**config.mk**
```make
export PLATFORM = sky130hd
export DESIGN_NAME = tmds_decoder
export DESIGN_NICKNAME = d
export VERILOG_FILES = /design/src/rtl/tmds_decoder.sv
export SDC_FILE = /design/constraint.sdc
export NUM_CORES = 1
export LEC_CHECK = 0
export CAP_MARGIN = 25
export CORE_MARGIN = 2
export CORE_UTILIZATION = 41
export CTS_CLUSTER_SIZE = 28
export DETAILED_ROUTE_END_ITERATION = 16
export GPL_ROUTABILITY_DRIVEN = 0
export GPL_TIMING_DRIVEN = 0
export PLACE_DENSITY = 0.62
export SYNTH_ARGS = -nofsm -noshare
export SYNTH_HDL_FRONTEND = slang
export SYNTH_SLANG_ARGS = --single-unit
```
**constraint.sdc**
```tcl
create_clock -name clk_i -period 1.66 [get_ports clk_i]
set_clock_uncertainty 0.1 [all_clocks]
set_input_delay 0.166 -clock clk_i [delete_from_list [all_inputs] [get_ports clk_i]]
set_output_delay 0.166 -clock clk_i [all_outputs]
set_load 0.05 [all_outputs]
```
**src/rtl/tmds_decoder.sv**
```systemverilog
// TMDS receive decoder: 10b word -> 8b pixel data or C1/C0 control bits, plus a
// control-token word-alignment FSM that drives bitslip and reports lock.
module tmds_decoder #(
   parameter int unsigned SEARCH_TIMEOUT = 2048,
   parameter int unsigned LOCK_TOKENS    = 8,
   parameter int unsigned SLIP_WAIT      = 4,
   parameter int unsigned LOSS_TIMEOUT   = 2048
) (
   input  logic       clk_i,
   input  logic       rst_i,
   input  logic [9:0] tmds_i,
   output logic [7:0] D_o,
   output logic       DE_o,
   output logic       C0_o,
   output logic       C1_o,
   output logic       bitslip_o,
   output logic       locked_o
);

   localparam int unsigned TMO_W  = $clog2(SEARCH_TIMEOUT + 1);
   localparam int unsigned RUN_W  = $clog2(LOCK_TOKENS + 1);
   localparam int unsigned WAIT_W = $clog2(SLIP_WAIT + 1);
   localparam int unsigned LOSS_W = $clog2(LOSS_TIMEOUT + 1);

   localparam logic [9:0] TOK_00 = 10'b1101010100;
   localparam logic [9:0] TOK_01 = 10'b0010101011;
   localparam logic [9:0] TOK_10 = 10'b0101010100;
   localparam logic [9:0] TOK_11 = 10'b1010101011;

   typedef enum logic [1:0] {
      ST_SEARCH    = 2'd0,
      ST_SLIP_WAIT = 2'd1,
      ST_LOCKED    = 2'd2
   } state_t;

   logic [9:0]        r_w1;
   state_t            r_state;
   logic [RUN_W-1:0]  r_run_cnt;
   logic [TMO_W-1:0]  r_tmo_cnt;
   logic [WAIT_W-1:0] r_wait_cnt;
   logic [LOSS_W-1:0] r_loss_cnt;
   logic [7:0]        r_d;
   logic              r_de;
   logic              r_c0;
   logic              r_c1;
   logic              r_bitslip;
   logic              r_locked;

   logic              w_is_token;
   logic [1:0]        w_c1c0;
   logic [7:0]        w_b;
   logic [7:0]        w_data;
   state_t            w_state_nxt;
   logic [RUN_W-1:0]  w_run_nxt;
   logic [TMO_W-1:0]  w_tmo_nxt;
   logic [WAIT_W-1:0] w_wait_nxt;
   logic [LOSS_W-1:0] w_loss_nxt;
   logic              w_bitslip_nxt;
   logic [7:0]        w_d_nxt;
   logic              w_de_nxt;
   logic              w_c0_nxt;
   logic              w_c1_nxt;

   // Control token recognition on the stage-1 word
   always_comb begin
      w_is_token = 1'b1;
      w_c1c0     = 2'b00;
      case (r_w1)
         TOK_00:  w_c1c0 = 2'b00;
         TOK_01:  w_c1c0 = 2'b01;
         TOK_10:  w_c1c0 = 2'b10;
         TOK_11:  w_c1c0 = 2'b11;
         default: w_is_token = 1'b0;
      endcase
   end

   // Undo the optional inversion (bit 9), then the XOR/XNOR chain (bit 8)
   always_comb begin
      w_b       = r_w1[9] ? ~r_w1[7:0] : r_w1[7:0];
      w_data    = 8'h00;
      w_data[0] = w_b[0];
      for (int i = 1; i < 8; i++) begin
         w_data[i] = r_w1[8] ? (w_b[i] ^ w_b[i-1]) : ~(w_b[i] ^ w_b[i-1]);
      end
   end

   // Alignment FSM next state and counters
   always_comb begin
      w_state_nxt   = r_state;
      w_run_nxt     = '0;
      w_tmo_nxt     = '0;
      w_wait_nxt    = '0;
      w_loss_nxt    = '0;
      w_bitslip_nxt = 1'b0;

      if (w_is_token) begin
         w_run_nxt = (r_run_cnt == RUN_W'(LOCK_TOKENS)) ? r_run_cnt : r_run_cnt + RUN_W'(1);
      end

      case (r_state)
         ST_SEARCH: begin
            w_tmo_nxt = r_tmo_cnt + TMO_W'(1);
            if (w_is_token && (r_run_cnt == RUN_W'(LOCK_TOKENS - 1))) begin
               w_state_nxt = ST_LOCKED;
            end else if (r_tmo_cnt == TMO_W'(SEARCH_TIMEOUT - 1)) begin
               w_state_nxt   = ST_SLIP_WAIT;
               w_bitslip_nxt = 1'b1;
            end
         end
         ST_SLIP_WAIT: begin
            w_run_nxt = '0;
            if (r_wait_cnt == WAIT_W'(SLIP_WAIT - 1)) begin
               w_state_nxt = ST_SEARCH;
            end else begin
               w_wait_nxt = r_wait_cnt + WAIT_W'(1);
            end
         end
         ST_LOCKED: begin
            w_loss_nxt = w_is_token ? '0 : r_loss_cnt + LOSS_W'(1);
            if (!w_is_token && (r_loss_cnt == LOSS_W'(LOSS_TIMEOUT - 1))) begin
               w_state_nxt = ST_SEARCH;
            end
         end
         default: w_state_nxt = ST_SEARCH;
      endcase

      // Every state change starts the new state with fresh counters
      if (w_state_nxt != r_state) begin
         w_run_nxt  = '0;
         w_tmo_nxt  = '0;
         w_wait_nxt = '0;
         w_loss_nxt = '0;
      end
   end

   // Stage-2 output selection; data is only trusted once aligned
   always_comb begin
      w_d_nxt  = 8'h00;
      w_de_nxt = 1'b0;
      w_c0_nxt = 1'b0;
      w_c1_nxt = 1'b0;
      if (w_is_token) begin
         w_c1_nxt = w_c1c0[1];
         w_c0_nxt = w_c1c0[0];
      end else if (r_state == ST_LOCKED) begin
         w_de_nxt = 1'b1;
         w_d_nxt  = w_data;
      end
   end

   always_ff @(posedge clk_i) begin
      if (rst_i) begin
         r_w1       <= '0;
         r_state    <= ST_SEARCH;
         r_run_cnt  <= '0;
         r_tmo_cnt  <= '0;
         r_wait_cnt <= '0;
         r_loss_cnt <= '0;
         r_d        <= '0;
         r_de       <= 1'b0;
         r_c0       <= 1'b0;
         r_c1       <= 1'b0;
         r_bitslip  <= 1'b0;
         r_locked   <= 1'b0;
      end else begin
         r_w1       <= tmds_i;
         r_state    <= w_state_nxt;
         r_run_cnt  <= w_run_nxt;
         r_tmo_cnt  <= w_tmo_nxt;
         r_wait_cnt <= w_wait_nxt;
         r_loss_cnt <= w_loss_nxt;
         r_d        <= w_d_nxt;
         r_de       <= w_de_nxt;
         r_c0       <= w_c0_nxt;
         r_c1       <= w_c1_nxt;
         r_bitslip  <= w_bitslip_nxt;
         r_locked   <= (w_state_nxt == ST_LOCKED);
      end
   end

   assign D_o       = r_d;
   assign DE_o      = r_de;
   assign C0_o      = r_c0;
   assign C1_o      = r_c1;
   assign bitslip_o = r_bitslip;
   assign locked_o  = r_locked;

endmodule

```
==> run_results.csv <==
group,metric,value,unit
clock_tree,cts.path.max_buffers,2,
clock_tree,clk_pin_slew_worst_paths,90,ps
grt,antenna_found_initial,0,
sta,worstMarginPinSlew,530,ps
clock_tree,cts_hold_buf,0,
yosys,synth_seq_cells,56,
grt,grt_pass1_vias,1671,
power_and_ir_drop,ir_drop,698,uV
yosys,synth_common_cells,"56 x dfxtp_1, 28 x nor2_1, 26 x xnor2_1",
yosys,yosysTopAreaCellShare,49.4,%
final_layout,drive_gt1_share,34.0,%
routing,drt-total-wl,4.85,mm
worst_setup_path,startpoint_type,"flop",
worst_setup_path,critical_path_class,"reg -> reg",
place,dp_worst_setup_slack,-416,ps
worst_hold_path,hp-class,"in -> reg",
final_layout,antenna_cells,0,
place,post-dp-hpwl,2.74,mm
grt,globalRouteTotalUtil,15.9,%
yosys,yosysMostFrequentCell,"dfxtp_1",
place,place_inst,326,
yosys,synth.avg_cell_area,9.86,um2
routing,drc_errors,0,
sta,fin_crit,1790,ps
clock_tree,cts_buffers,5,
worst_setup_path,cp_slowest_stage_delay,540,ps
yosys,synth_top_cell_by_area,"dfxtp_1",
grt,grt_pass1_wl,7.66,mm
sta,rsz0062_at_grt,"yes",
place,port_buffers,24,
worst_setup_path,worstPathRequired,1800,ps
status,violations,"negative setup slack",
yosys,synth_fp_nets,248,
final_layout,final_cells,354,
sta,hold_viol,0,
worst_setup_path,crit_fanout,5,
power_and_ir_drop,power.leakage,1.14,nW
yosys,postSynthCellCount,230,
routing,via_per_inst,4.86,
yosys,synth-main-ff-cell,"dfxtp_1",
yosys,synth_top_cells_by_area,"dfxtp_1 49%, xnor2_1 10%, nor2_1 4.6%",
worst_setup_path,cp.arrival,1930,ps
clock_tree,cts_num_sinks,56,
floorplan,fp.coreArea,5440,um2
sta,slew_headroom,64.6,%
grt,overflow,0,
grt,grt_start_max_net_pins,17,
yosys,synthArstFlopShare,0,%
power_and_ir_drop,power.density,782,nW/um2
clock_tree,htreeDepth,2,
yosys,syn_area,2270,um2
yosys,ys_seq_area_share,49.4,%
floorplan,die_w,78.4,um
final_layout,seq_area,1150,um2
sta,period_share,108,%
sta,report.final.slew_viol_count,0,
worst_setup_path,path_cells,"ha_4 > nand4_1 > nor4_4 > or4_4 > clkbuf_16 > nor3_4",
sta,max_freq,0.557,GHz
floorplan,ios,25,
floorplan,start_util,41.7,%
routing,drt_iter0_drc,54,
final_layout,fin_area,3210,um2
sta,setup_slack,-134,ps
power_and_ir_drop,power.total,2.51,mW
floorplan,dieArea,6140,um2
clock_tree,clk_latency,310,ps
routing,wl_per_cell,13.7,um
final_layout,areaGrowthSynthToFinish,41.7,%
status,status,"finished, violations left",
worst_setup_path,cp-end-kind,"flop",
worst_setup_path,cp_slowest_cell,"or4_4",
yosys,yosysWarnings,0,
routing,vias,1721,
clock_tree,cts_tree,"yes",
final_layout,fill_cells,486,
yosys,synth_edf_count,0,
run,maxCapViolCount,0,
yosys,yosysUniqueCellTypes,37,
final_layout,fin_nets,299,
routing,ant_nets,0,
final_layout,multi_input_comb_area,1320,um2
routing,drtPass1Iterations,4,
clock_tree,cts_root_buf,"clkbuf_8",
sta,setup_viol,20,
floorplan,die_h,78.4,um
floorplan,num_rows,27,
place,placed_cell_area,2630,um2
[what timing repair did]
item / in CTS / in global routing
gates cloned: 2 / 1
resized for setup: 58 / 33
buffers inserted: 15 / 4
pin swaps: 9 / 19
endpoints found under the setup margin: 52 / 36
[cells in the final DEF, fill, tap and decap left out, types with 6 or more instances in the layout]
cell             Yosys  final
inv_1                9      8
nor2_2               5      8
nor2_4               1      8
nand2_1             10      9
nor2_1              28     18
dfxtp_1             56     45
clkdlybuf4s50_1      0     10
buf_4                1     15
clkbuf_8             0      7
nor2b_1             10     10
xor2_1               7      7
xnor2_1             26     26
nand3_1             11      8
dlygate4sd2_1        0     14
dfxtp_4              0      7
nor3_1              17      6
nor3_2               0     10
[layout make-up]
cell class                      instances  share of cell area [%]
Clock inverter                          1                   0.934
Sequential cell                        56                    35.9
Clock buffer                            7                    3.00
Tap cell                               72                    2.80
Inverter                                9                    1.05
Buffer                                  4                    1.71
Timing Repair Buffer                   46                    13.7
Multi-Input combinational cell        159                    40.9
[worst paths after layout]
check | start | to | slack, ps | depth (start not counted)
worst min-delay path | rst_i | r_w1[0] | 280 | 2
worst min register to register | r_wait_cnt[0] | r_wait_cnt[0] | 330 | 1
worst max-delay path | r_tmo_cnt[0] | r_tmo_cnt[5] | -130 | 6
worst max register to register | r_tmo_cnt[0] | r_tmo_cnt[5] | -130 | 6
[report_power, final]
part / leakage [nW] / switching [mW] / internal (mW)
Combinational: 0.612 / 0.0628 / 0.100
Sequential: 0.460 / 0.0281 / 1.36
Clock: 0.0645 / 0.432 / 0.533
[metrics by stage]
step | utilization [%] | TNS [ps] | hold slack (ps)
detailed placement | 48.3 | -7880 | 317
finish | 59.1 | -1650 | 280
global route | 59.1 | -3110 | 290
CTS | 55.8 | -1070 | 252
floorplan | - | -13.7 | 130
global placement | 48.3 | -7860 | 310
[worst max-delay path, delay by kind of cell (launching register included)]
kind	cells	cell delay [ps]
DFF	1	370
adders and majority gates	1	160
buffers and inverters	1	190
and+or+nand+nor	4	910
[routing by layer]
metal | track usage (%) | part of all wire [%]
met5 | 0 | 0
met4 | 6.84 | 1.8
met3 | 3.79 | 2.7
met2 | 28.4 | 54
met1 | 18.2 | 42
[registers in the layout (all words and copies together) (netlist names)]
register and flops:
r_wait_cnt 3, C0_o 1, C1_o 1, r_w1 10, locked_o 1, D_o 8, r_run_cnt 4, bitslip_o 1
r_loss_cnt 12, r_state 2, DE_o 1, r_tmo_cnt 12
[logic make-up (layout without fill, tap and decap cells)]
kind of cell | count (synthesis) | in the layout | share of synthesized area [%]
AOI/OAI and AO/OA | 6 | 6 | 2.32
xor gates and xnor gates | 33 | 33 | 12.7
adders and majority gates | 6 | 6 | 3.31
buffers and inverters | 15 | 67 | 3.64
DFF | 56 | 56 | 49.4
muxes | 4 | 4 | 1.82
and+or+nand+nor | 110 | 110 | 26.8
Power figures use the tool's default switching activity.
